**src/rtl/bus_response_router_pkg.sv**
```systemverilog
// Shared constants and types for the CPU-side bus response router.
package bus_response_router_pkg;

  localparam int unsigned NUM_SLV   = 2;
  localparam int unsigned SLV_IDX_W = (NUM_SLV > 1) ? $clog2(NUM_SLV) : 1;
  localparam int unsigned SLV_MEM   = 0;
  localparam int unsigned SLV_GPIO  = 1;

  localparam logic [31:0] ERR_RDATA_DEF = 32'hDEAD_BEEF;

  localparam logic [1:0] ST_IDLE = 2'd0;
  localparam logic [1:0] ST_WAIT = 2'd1;
  localparam logic [1:0] ST_RESP = 2'd2;

  typedef struct packed {
    logic [31:0] rdata;
    logic        err;
  } rsp_t;

  function automatic logic [7:0] sat_inc8(input logic [7:0] v);
    return (v == 8'hFF) ? v : v + 8'd1;
  endfunction

endpackage

```
**src/rtl/bus_response_router_if.sv**
```systemverilog
// CPU request/response plus decoder selects and per-slave handshake seen by the router.
interface bus_response_router_if;
  import bus_response_router_pkg::*;

  logic                m_req_valid;
  logic                m_req_ready;
  logic [31:0]         m_req_addr;
  logic                m_req_we;
  logic                m_rsp_valid;
  logic [31:0]         m_rsp_rdata;
  logic                m_rsp_err;
  logic                s0_sel_mem;
  logic                s1_sel_gpio;
  logic [NUM_SLV-1:0]  s_req_valid;
  logic [NUM_SLV-1:0]  s_req_ready;
  logic [NUM_SLV-1:0]  s_rsp_valid;
  logic [31:0]         s0_rsp_rdata;
  logic [31:0]         s1_rsp_rdata;

  // Router side
  modport slave (
    input  m_req_valid, m_req_addr, m_req_we, s0_sel_mem, s1_sel_gpio,
           s_req_ready, s_rsp_valid, s0_rsp_rdata, s1_rsp_rdata,
    output m_req_ready, m_rsp_valid, m_rsp_rdata, m_rsp_err, s_req_valid
  );

  // Environment side: CPU, decoder and slaves
  modport master (
    output m_req_valid, m_req_addr, m_req_we, s0_sel_mem, s1_sel_gpio,
           s_req_ready, s_rsp_valid, s0_rsp_rdata, s1_rsp_rdata,
    input  m_req_ready, m_rsp_valid, m_rsp_rdata, m_rsp_err, s_req_valid
  );
endinterface

```
**src/rtl/bus_timeout_ctr.sv**
```systemverilog
// Wait-for-response timer: cleared outside WAIT, flags terminal count at TIMEOUT_CYCLES-1.
module bus_timeout_ctr #(
  parameter int unsigned TIMEOUT_CYCLES = 64
) (
  input  logic clk,
  input  logic rst_n,
  input  logic clr,
  input  logic en,
  output logic tc
);
  localparam int unsigned CW = (TIMEOUT_CYCLES > 2) ? $clog2(TIMEOUT_CYCLES) : 1;

  logic [CW-1:0] cnt;

  assign tc = (cnt == CW'(TIMEOUT_CYCLES - 1));

  // Holds at terminal count so a late cycle cannot wrap back to zero.
  always_ff @(posedge clk or negedge rst_n) begin
    if (!rst_n)         cnt <= '0;
    else if (clr)       cnt <= '0;
    else if (en && !tc) cnt <= cnt + 1'b1;
  end
endmodule

```
**src/rtl/bus_response_router.sv**
```systemverilog
// Steers one outstanding CPU request to mem/gpio, returns the slave response or a bus error.
module bus_response_router
  import bus_response_router_pkg::*;
#(
  parameter int unsigned TIMEOUT_CYCLES = 64,
  parameter logic [31:0] ERR_RDATA      = ERR_RDATA_DEF
) (
  input  logic                 clk,
  input  logic                 rst_n,
  bus_response_router_if.slave bus,
  output logic [31:0]          err_addr,
  output logic [7:0]           err_cnt
);
  logic [1:0]                  state;
  logic [SLV_IDX_W-1:0]        owner;
  logic [SLV_IDX_W-1:0]        owner_nxt;
  logic [31:0]                 addr_q;
  logic                        we_q;
  rsp_t                        rsp_q;

  logic [NUM_SLV-1:0]          sel;
  logic [NUM_SLV-1:0][31:0]    slv_rdata;
  logic                        idle, waiting, one_hot, req_map;
  logic                        map_fire, unmap_fire, owner_rsp, tmo, err_fire;
  logic [31:0]                 err_src_addr;

  assign sel[SLV_MEM]        = bus.s0_sel_mem;
  assign sel[SLV_GPIO]       = bus.s1_sel_gpio;
  assign slv_rdata[SLV_MEM]  = bus.s0_rsp_rdata;
  assign slv_rdata[SLV_GPIO] = bus.s1_rsp_rdata;

  assign idle    = (state == ST_IDLE);
  assign waiting = (state == ST_WAIT);
  assign one_hot = (sel != '0) && ((sel & (sel - 1'b1)) == '0);
  assign req_map = idle && bus.m_req_valid && one_hot;

  genvar gi;
  generate
    for (gi = 0; gi < NUM_SLV; gi++) begin : g_slv
      assign bus.s_req_valid[gi] = req_map && sel[gi];
    end
  endgenerate

  always_comb begin
    owner_nxt = '0;
    for (int i = 0; i < NUM_SLV; i++)
      if (sel[i]) owner_nxt = SLV_IDX_W'(i);
  end

  // Unmapped or ambiguous selects are accepted at once and answered with an error.
  assign map_fire    = req_map && |(sel & bus.s_req_ready);
  assign unmap_fire  = idle && bus.m_req_valid && !one_hot;
  assign bus.m_req_ready = map_fire || unmap_fire;

  assign owner_rsp    = waiting && bus.s_rsp_valid[owner];
  assign err_fire     = unmap_fire || (waiting && !owner_rsp && tmo);
  assign err_src_addr = idle ? bus.m_req_addr : addr_q;

  bus_timeout_ctr #(.TIMEOUT_CYCLES(TIMEOUT_CYCLES)) u_tmo (
    .clk   (clk),
    .rst_n (rst_n),
    .clr   (!waiting),
    .en    (waiting),
    .tc    (tmo)
  );

  always_ff @(posedge clk or negedge rst_n) begin
    if (!rst_n) begin
      state           <= ST_IDLE;
      owner           <= '0;
      addr_q          <= '0;
      we_q            <= 1'b0;
      rsp_q           <= '0;
      bus.m_rsp_valid <= 1'b0;
    end else begin
      case (state)
        ST_IDLE: begin
          if (map_fire) begin
            owner  <= owner_nxt;
            addr_q <= bus.m_req_addr;
            we_q   <= bus.m_req_we;
            state  <= ST_WAIT;
          end else if (unmap_fire) begin
            addr_q          <= bus.m_req_addr;
            rsp_q           <= '{rdata: ERR_RDATA, err: 1'b1};
            bus.m_rsp_valid <= 1'b1;
            state           <= ST_RESP;
          end
        end
        ST_WAIT: begin
          // Owner response beats a coincident timeout.
          if (owner_rsp) begin
            rsp_q           <= '{rdata: we_q ? 32'd0 : slv_rdata[owner], err: 1'b0};
            bus.m_rsp_valid <= 1'b1;
            state           <= ST_RESP;
          end else if (tmo) begin
            rsp_q           <= '{rdata: ERR_RDATA, err: 1'b1};
            bus.m_rsp_valid <= 1'b1;
            state           <= ST_RESP;
          end
        end
        ST_RESP: begin
          bus.m_rsp_valid <= 1'b0;
          state           <= ST_IDLE;
        end
        default: begin
          bus.m_rsp_valid <= 1'b0;
          state           <= ST_IDLE;
        end
      endcase
    end
  end

  always_ff @(posedge clk or negedge rst_n) begin
    if (!rst_n) begin
      err_addr <= '0;
      err_cnt  <= '0;
    end else if (err_fire) begin
      err_addr <= err_src_addr;
      err_cnt  <= sat_inc8(err_cnt);
    end
  end

  assign bus.m_rsp_rdata = rsp_q.rdata;
  assign bus.m_rsp_err   = rsp_q.err;
endmodule

```
**src/flat_wrapper.sv**
```systemverilog
// flat-port wrapper written by rule: the top's interface ports become plain ports
module bus_response_router_flat import bus_response_router_pkg::*;
#(
  parameter int unsigned TIMEOUT_CYCLES = 64,
  parameter logic [31:0] ERR_RDATA      = ERR_RDATA_DEF
)
  (clk, rst_n, err_addr, err_cnt, bus_m_req_valid, bus_m_req_addr, bus_m_req_we, bus_s0_sel_mem, bus_s1_sel_gpio, bus_s_req_ready, bus_s_rsp_valid, bus_s0_rsp_rdata, bus_s1_rsp_rdata, bus_m_req_ready, bus_m_rsp_valid, bus_m_rsp_rdata, bus_m_rsp_err, bus_s_req_valid);
  bus_response_router_if bus_i ();
  input  logic clk;
  input  logic rst_n;
  output logic [31:0] err_addr;
  output logic [7:0] err_cnt;
  input wire logic [$bits(bus_i.m_req_valid)-1:0] bus_m_req_valid;
  input wire logic [$bits(bus_i.m_req_addr)-1:0] bus_m_req_addr;
  input wire logic [$bits(bus_i.m_req_we)-1:0] bus_m_req_we;
  input wire logic [$bits(bus_i.s0_sel_mem)-1:0] bus_s0_sel_mem;
  input wire logic [$bits(bus_i.s1_sel_gpio)-1:0] bus_s1_sel_gpio;
  input wire logic [$bits(bus_i.s_req_ready)-1:0] bus_s_req_ready;
  input wire logic [$bits(bus_i.s_rsp_valid)-1:0] bus_s_rsp_valid;
  input wire logic [$bits(bus_i.s0_rsp_rdata)-1:0] bus_s0_rsp_rdata;
  input wire logic [$bits(bus_i.s1_rsp_rdata)-1:0] bus_s1_rsp_rdata;
  output wire logic [$bits(bus_i.m_req_ready)-1:0] bus_m_req_ready;
  output wire logic [$bits(bus_i.m_rsp_valid)-1:0] bus_m_rsp_valid;
  output wire logic [$bits(bus_i.m_rsp_rdata)-1:0] bus_m_rsp_rdata;
  output wire logic [$bits(bus_i.m_rsp_err)-1:0] bus_m_rsp_err;
  output wire logic [$bits(bus_i.s_req_valid)-1:0] bus_s_req_valid;
  assign bus_i.m_req_valid = bus_m_req_valid;
  assign bus_i.m_req_addr = bus_m_req_addr;
  assign bus_i.m_req_we = bus_m_req_we;
  assign bus_i.s0_sel_mem = bus_s0_sel_mem;
  assign bus_i.s1_sel_gpio = bus_s1_sel_gpio;
  assign bus_i.s_req_ready = bus_s_req_ready;
  assign bus_i.s_rsp_valid = bus_s_rsp_valid;
  assign bus_i.s0_rsp_rdata = bus_s0_rsp_rdata;
  assign bus_i.s1_rsp_rdata = bus_s1_rsp_rdata;
  assign bus_m_req_ready = bus_i.m_req_ready;
  assign bus_m_rsp_valid = bus_i.m_rsp_valid;
  assign bus_m_rsp_rdata = bus_i.m_rsp_rdata;
  assign bus_m_rsp_err = bus_i.m_rsp_err;
  assign bus_s_req_valid = bus_i.s_req_valid;
  bus_response_router #(.TIMEOUT_CYCLES(TIMEOUT_CYCLES), .ERR_RDATA(ERR_RDATA)) u_core (.clk(clk), .rst_n(rst_n), .bus(bus_i), .err_addr(err_addr), .err_cnt(err_cnt));
endmodule
```
**config.mk**
```make
export PLATFORM = sky130hd
export DESIGN_NAME = bus_response_router_flat
export DESIGN_NICKNAME = d
export VERILOG_FILES = /design/src/rtl/bus_response_router_pkg.sv /design/src/rtl/bus_response_router_if.sv /design/src/rtl/bus_timeout_ctr.sv /design/src/rtl/bus_response_router.sv /design/src/flat_wrapper.sv
export SDC_FILE = /design/constraint.sdc
export NUM_CORES = 1
export LEC_CHECK = 0
export ABC_AREA = 1
export ABC_CLOCK_PERIOD_IN_PS = 1600
export CAP_MARGIN = 20
export CORE_MARGIN = 2
export CORE_UTILIZATION = 42
export DETAILED_ROUTE_END_ITERATION = 16
export HOLD_SLACK_MARGIN = 0.06
export PLACE_DENSITY = 0.85
export RECOVER_POWER = 100
export SLEW_MARGIN = 10
export SYNTH_ARGS = -nofsm -noshare
export SYNTH_HDL_FRONTEND = slang
export SYNTH_HIERARCHICAL = 1
export SYNTH_SLANG_ARGS = --single-unit
```
**constraint.sdc**
```tcl
create_clock -name clk -period 1.6 [get_ports clk]
set_input_delay 0.16 -clock clk [delete_from_list [all_inputs] [get_ports clk]]
set_output_delay 0.16 -clock clk [all_outputs]
set_load 0.01 [all_outputs]
```
-- After elaboration in Yosys (flattened, before gate mapping)
Cells that the tools add are included.
W data, S select, Z words.
- bitwise logic cells: 3
- equality and inequality tests: 8
- reduce and logical (&&, ||, !) cells: 28
- add/sub/neg operators: 3
- muxes and demuxes: 26
- magnitude comparators: 1
- operators by type and width (cell ; count):
    $mux W32 ; 6
    $mux W33 ; 4
    $pmux W33 S2 ; 1
    $mux W6 ; 2
    $logic_and A1 B1 Y1 ; 11
    $add A8 B1 Y8 const B ; 1
    $eq A8 B8 Y1 const B ; 1
    $mux W2 ; 4
    $reduce_and A2 Y1 ; 4
    $mux W1 ; 7
    $add A6 B1 Y6 const B ; 1
    $eq A6 B6 Y1 const B ; 1
    $reduce_bool A2 Y1 ; 3
    $and A2 B2 Y2 ; 2
    $logic_not A2 Y1 ; 2
    $ne A2 B2 Y1 const B ; 2
    $pmux W2 S2 ; 1
    $reduce_and A4 Y1 ; 1
    $logic_not A1 Y1 ; 3
    $ne A3 B1 Y1 const B ; 1
    $ne A3 B3 Y1 const B ; 1
    $reduce_and A3 Y1 ; 1
    $eq A2 B1 Y1 const B ; 1
    $logic_or A1 B1 Y1 ; 2
    6 further kinds ; 6
- bits in registers: 116
- logic and storage cells: 79
- input port bits: 106

-- Depth between registers and ports, before layout
- depth after elaboration: 9
- mapped depth: 12
- depth with buffers taken out: 11

-- Modules after synthesis
Netlist, hierarchy kept.
- by module, submodules not included (module ; area an instance (sq um) ; cells each ; instances):
    bus_response_router ; 5429.0 ; 686 ; 1
    bus_timeout_ctr ; 399.1 ; 53 ; 1

-- Worst setup path after synthesis
No wires, ideal clock.
- path kind: flip-flop to flip-flop
- start: register u_core.u_tmo.cnt[0]
- end: register u_core.rsp_q, in the netlist u_core/bus.m_rsp_rdata[14]
- buffers on the path: 1
- setup slack: 0.047 ns
- data required time: 1.479 ns
- cell stages (with the launch flop): 12
- arrival time: 1.432 ns
- path through: dfrtp_1 > ha_1 > nand2_2 > nor2_4 > nand2_4 > inv_1 > inv_1 > nand3_4 > nand3_4 > buf_6 > nand2_1 > nand2_1
- word-level cells in the longest chain between the ends: 3
- RTL lines (element ; RTL line ; RTL):
    from (decl) ; bus_timeout_ctr.sv:13 ; logic [CW-1:0] cnt;
    from (signal assigned) ; bus_timeout_ctr.sv:21 ; else if (en && !tc) cnt <= cnt + 1'b1;
    $eq A6 B6 Y1 ; bus_timeout_ctr.sv:15 ; assign tc = (cnt == CW'(TIMEOUT_CYCLES - 1));
    named net u_core.tmo ; bus_response_router.sv:24 ; logic map_fire, unmap_fire, owner_rsp, tmo, err_fire;
    $ne A3 B1 Y1 (no line) ; -- ;
    $reduce_and A4 Y1 (no line) ; -- ;
    to (signal assigned) ; bus_response_router.sv:85 ; rsp_q <= '{rdata: ERR_RDATA, err: 1'b1};
    to (signal assigned) ; bus_response_router.sv:93 ; rsp_q <= '{rdata: we_q ? 32'd0 : slv_rdata[owner], err: 1'b0};
    to (signal assigned) ; bus_response_router.sv:97 ; rsp_q <= '{rdata: ERR_RDATA, err: 1'b1};
    to (decl) ; bus_response_router.sv:19 ; rsp_t rsp_q;
The timed path passes the listed nets, and every way through them passes these cells.
A chain may end at the register's enable or synchronous reset.

-- Worst setup path after layout
- start: register u_core.u_tmo.cnt[1]
- end: register u_core.rsp_q, in the netlist u_core/bus.m_rsp_rdata[22]
Same word-level chain as after synthesis.

==> implementation parameters <==
Parameter                              Value

Outcome
  Result of the run ... finished, violations left
  Violations in the final reports ... setup timing

Layout
  Highest-count cells in the layout ignoring fill and taps ... sky130_fd_sc_hd__nand2_1, sky130_fd_sc_hd__clkdlybuf4s50_1, sky130_fd_sc_hd__dfrtp_1, sky130_fd_sc_hd__o21ai_0, sky130_fd_sc_hd__inv_1
  Synthesis-to-layout area growth ... 53.2%
  Most frequent standard cell in the layout excluding fill and tap cells ... sky130_fd_sc_hd__nand2_1
  Multi-input gate area in the final layout ... 0.00255 mm²
  Number of nets in the layout ... 1061
  Proportion of layout cells with a drive suffix above 1 ... 0.168
  Final cell count without fillers ... 1146
  Number of antenna cells inserted ... 0
  Register area ... 0.00291 mm²
  Layout filler cell count ... around 1100
  Design area ... 0.00893 mm²

Route
  Post-DRT Antenna Nets ... 0
  DR iter-0 viols ... 488
  Detailed Routing Iterations Pass 1 ... 5
  Number of remaining DRC errors ... 0
  Post-DR vias/cell ... 5.00
  Total number of vias ... ~5700
  Wire length reported by the detailed router ... 17.4 mm
  Average routed wire per standard cell ... 15.2 µm

Worst setup path
  Critical Path AT ... 2.01 ns
  Crit path kind ... register to register
  Required time at the endpoint of the critical path ... 1.89 ns
  Critical R2R Launch ... u_core/u_tmo/cnt[1]
  Slowest cell on the critical path ... sky130_fd_sc_hd__dfrtp_1
  Highest fanout seen on the critical path ... 7
  Worst path buffer plus inverter count ... 3
  Critical path launch point type ... register
  Maximum single-stage delay on the critical path ... 0.35 ns
  Kind of cell with the highest combined delay on the critical path ... simple AND/OR/NAND/NOR gates
  Launching instance or port of the critical path ... u_core/u_tmo/cnt[1]
  Crit end category ... register
  Series of cell instances along the critical path ... ha_2 > nand2_2 > nor2_4 > nand2_4 > inv_4 > inv_4 > nand3_4 > nand3_4 > clkbuf_16 > nand2_2 > nand2_1

Global route
  Pin count of the biggest net entering global routing ... 43
  GRT overflow ... 0
  Initial antenna violation count ... 0
  Overall global routing resource usage ... 0.229
  First-pass GRT wire length ... 26.7 mm
  Vias in the first global route ... 5701

Place
  # placed instances ... 1098
  Sum of net half-perimeters after detailed placement ... 11.2 mm
  Total of buffers placed on input and output ports ... ~180
  Instance area after placement ... 0.00797 mm²
  Placer Congestion ... 0.833
  DP Worst Slack ... -0.189 ns

Synth
  Sequential element share of the synthesized area ... 0.498
  Leading cell types by total area after synthesis ... sky130_fd_sc_hd__dfrtp_1, sky130_fd_sc_hd__nand2_1, sky130_fd_sc_hd__o21ai_0
  Post-synth top area share ... 0.498
  Count of cell types in the netlist ... 32
  Number of register bits inferred by synthesis ... 116
  Most used flip-flop cell after synthesis ... sky130_fd_sc_hd__dfrtp_1
  Cell count after synthesis ... 739
  Number of nets in the synthesized netlist ... roughly 850
  Fraction of registers with async set/reset ... 1.00
  Number of warning messages in the yosys log ... 6
  EDFF count, synth ... 0
  Average size of a mapped cell ... 7.89 µm²
  Synthesized area ... 0.00583 mm²
  Biggest area consumer among synthesized cells ... sky130_fd_sc_hd__dfrtp_1

Pwr
  Sequential share of power ... 0.302
  Share of total power in the clock network ... 0.244
  Comb power frac ... 0.454
  IR Drop Worst-Case VDD ... ~1.2 mV
  Power density cells ... 1830 mW/mm²
  Power after layout ... 16.4 mW
  Pleak ... 4.29 nW
  Switch share ... 0.369
  Internal power component ... 10.3 mW
  Switching component of the power ... 6.04 mW

Clocking
  Clk pin slew, worst setup/hold paths ... 0.06 ns
  Clock network latency to the later pin of the worst-skew pair ... 0.41 ns
  Number of CTS-inserted buffers ... 17
  CTS Root Buffer Type ... sky130_fd_sc_hd__clkbuf_16
  CTS tree ... built
  Max Buffers Root-to-Sink ... 2
  CTS HTree Levels ... 4
  Number of clock sinks ... 116

STA
  Finish-stage setup viols ... 33
  Unrepaired setup endpoints after global routing ... yes
  Final-report max-slew violation count ... 0
  Final hold violation count ... 0
  Period utilisation layout ... 1.07
  Achievable clock frequency ... between 500 and 600 MHz
  Worst clock skew ... 0.00701 ns
  Minimum setup slack in the final design ... -0.115 ns
  Worst-case headroom to the max-slew limit ... 0.622
  Actual transition at the worst max-transition pin ... 0.567 ns
  Worst hold slack after final layout ... approximately 0.27 ns
  Clock period minus worst slack ... 1.71 ns

Floorplan
  Horizontal die dimension ... between 100 and 150 µm
  Die area ... 0.0148 mm²
  Area inside the core boundary ... 0.0137 mm²
  Starting Density ... 0.425
  Number of top-level design ports ... 183
  Std-Cell Rows ... 43
  Chip Height ... between 100 and 150 µm

Hold path
  Hold/Removal Path Class ... primary input to asynchronous set/reset pin

Run
  Count of maximum capacitance violations ... 0
-- kinds of logic after synthesis --
group                    Yosys count  share of synthesized area
AND/OR/NAND/NOR                  392                      0.294
flip-flops                       116                      0.498
adder cells (fa/ha/maj)            2                    0.00429
buffers and inverters            100                     0.0850
XOR/XNOR                           3                    0.00451
AO/OA/AOI/OAI                    126                      0.114
-- timing repair --
action,CTS,global route
endpoints found under the hold margin,116,0
buffers inserted,3,5
gates resized for setup,22,54
pin swaps,1,7
hold buffers,1,0
cloned,0,7
setup endpoints to repair,69,81
-- Yosys cell counts (4+ instances only) --
| cell type | number |
|---|---|
| sky130_fd_sc_hd__buf_2 | 9 |
| sky130_fd_sc_hd__buf_4 | 7 |
| sky130_fd_sc_hd__buf_6 | 10 |
| sky130_fd_sc_hd__clkbuf_1 | 12 |
| sky130_fd_sc_hd__dfrtp_1 | 116 |
| sky130_fd_sc_hd__inv_1 | 56 |
| sky130_fd_sc_hd__nand2_1 | 276 |
| sky130_fd_sc_hd__nand2_2 | 10 |
| sky130_fd_sc_hd__nand2_4 | 4 |
| sky130_fd_sc_hd__nand3_1 | 42 |
| sky130_fd_sc_hd__nor2_1 | 36 |
| sky130_fd_sc_hd__o211ai_1 | 8 |
| sky130_fd_sc_hd__o21ai_0 | 100 |
| sky130_fd_sc_hd__o21ai_1 | 15 |
| sky130_fd_sc_hd__or2_2 | 8 |
-- path summary, 6_finish.rpt --
kind                                               to  depth (start not counted)  slack, ns
max                        u_core/bus.m_rsp_rdata[22]                         11      -0.11
min                        u_core/bus.m_rsp_rdata[29]                          2       0.27
max reg2reg                u_core/bus.m_rsp_rdata[22]                         11      -0.11
min reg2reg                u_core/bus.m_rsp_rdata[10]                          2       0.47
max in group asynchronous           u_core/addr_q[18]                          3       0.30
min in group clk                    u_core/addr_q[19]                          3       0.33
-- layout make-up --
cell class              instances  area share
well taps                     180      0.0252
repair buffers                233       0.265
flip-flops and latches        116       0.325
clock buffers                  19      0.0496
multi-input cells             523       0.285
clock inverters                13      0.0202
inverters                      62      0.0291
-- metrics by stage --
step / utilization / setup TNS, ns
after floorplan: - / 0
after global placement: 0.581 / -7.10
after detailed placement: 0.581 / -11.22
after CTS: 0.630 / -0.189
after global routing: 0.651 / -8.71
final: 0.651 / -2.67
-- routing by layer --
layer  part of all wire  global-route usage
met5                  0                   0
met4              0.027               0.106
met3              0.060              0.0515
met2               0.51               0.388
met1               0.40               0.279
-- power by group through the flow --
stage	Clock, mW	Sequential, mW	Combinational, mW
after global routing	4.21	5.08	8.14
after CTS	4.05	4.88	6.68
after global placement	0	4.87	6.37
final	4.00	4.94	7.44
after detailed placement	0	4.90	6.58
after floorplan	0	5.20	3.21
-- sequential cells by signal, summed over array words and instances, names as in the netlist --
name and cells:
u_core/addr_q 32, u_core/bus.m_rsp_rdata 32, u_core/err_addr 32, u_core/err_cnt 8, u_core/u_tmo/cnt 6, u_core/state 2, u_core/bus.m_rsp_err 1, u_core/bus.m_rsp_valid 1
u_core/owner 1, u_core/we_q 1
(Power assumes the default switching activity.)
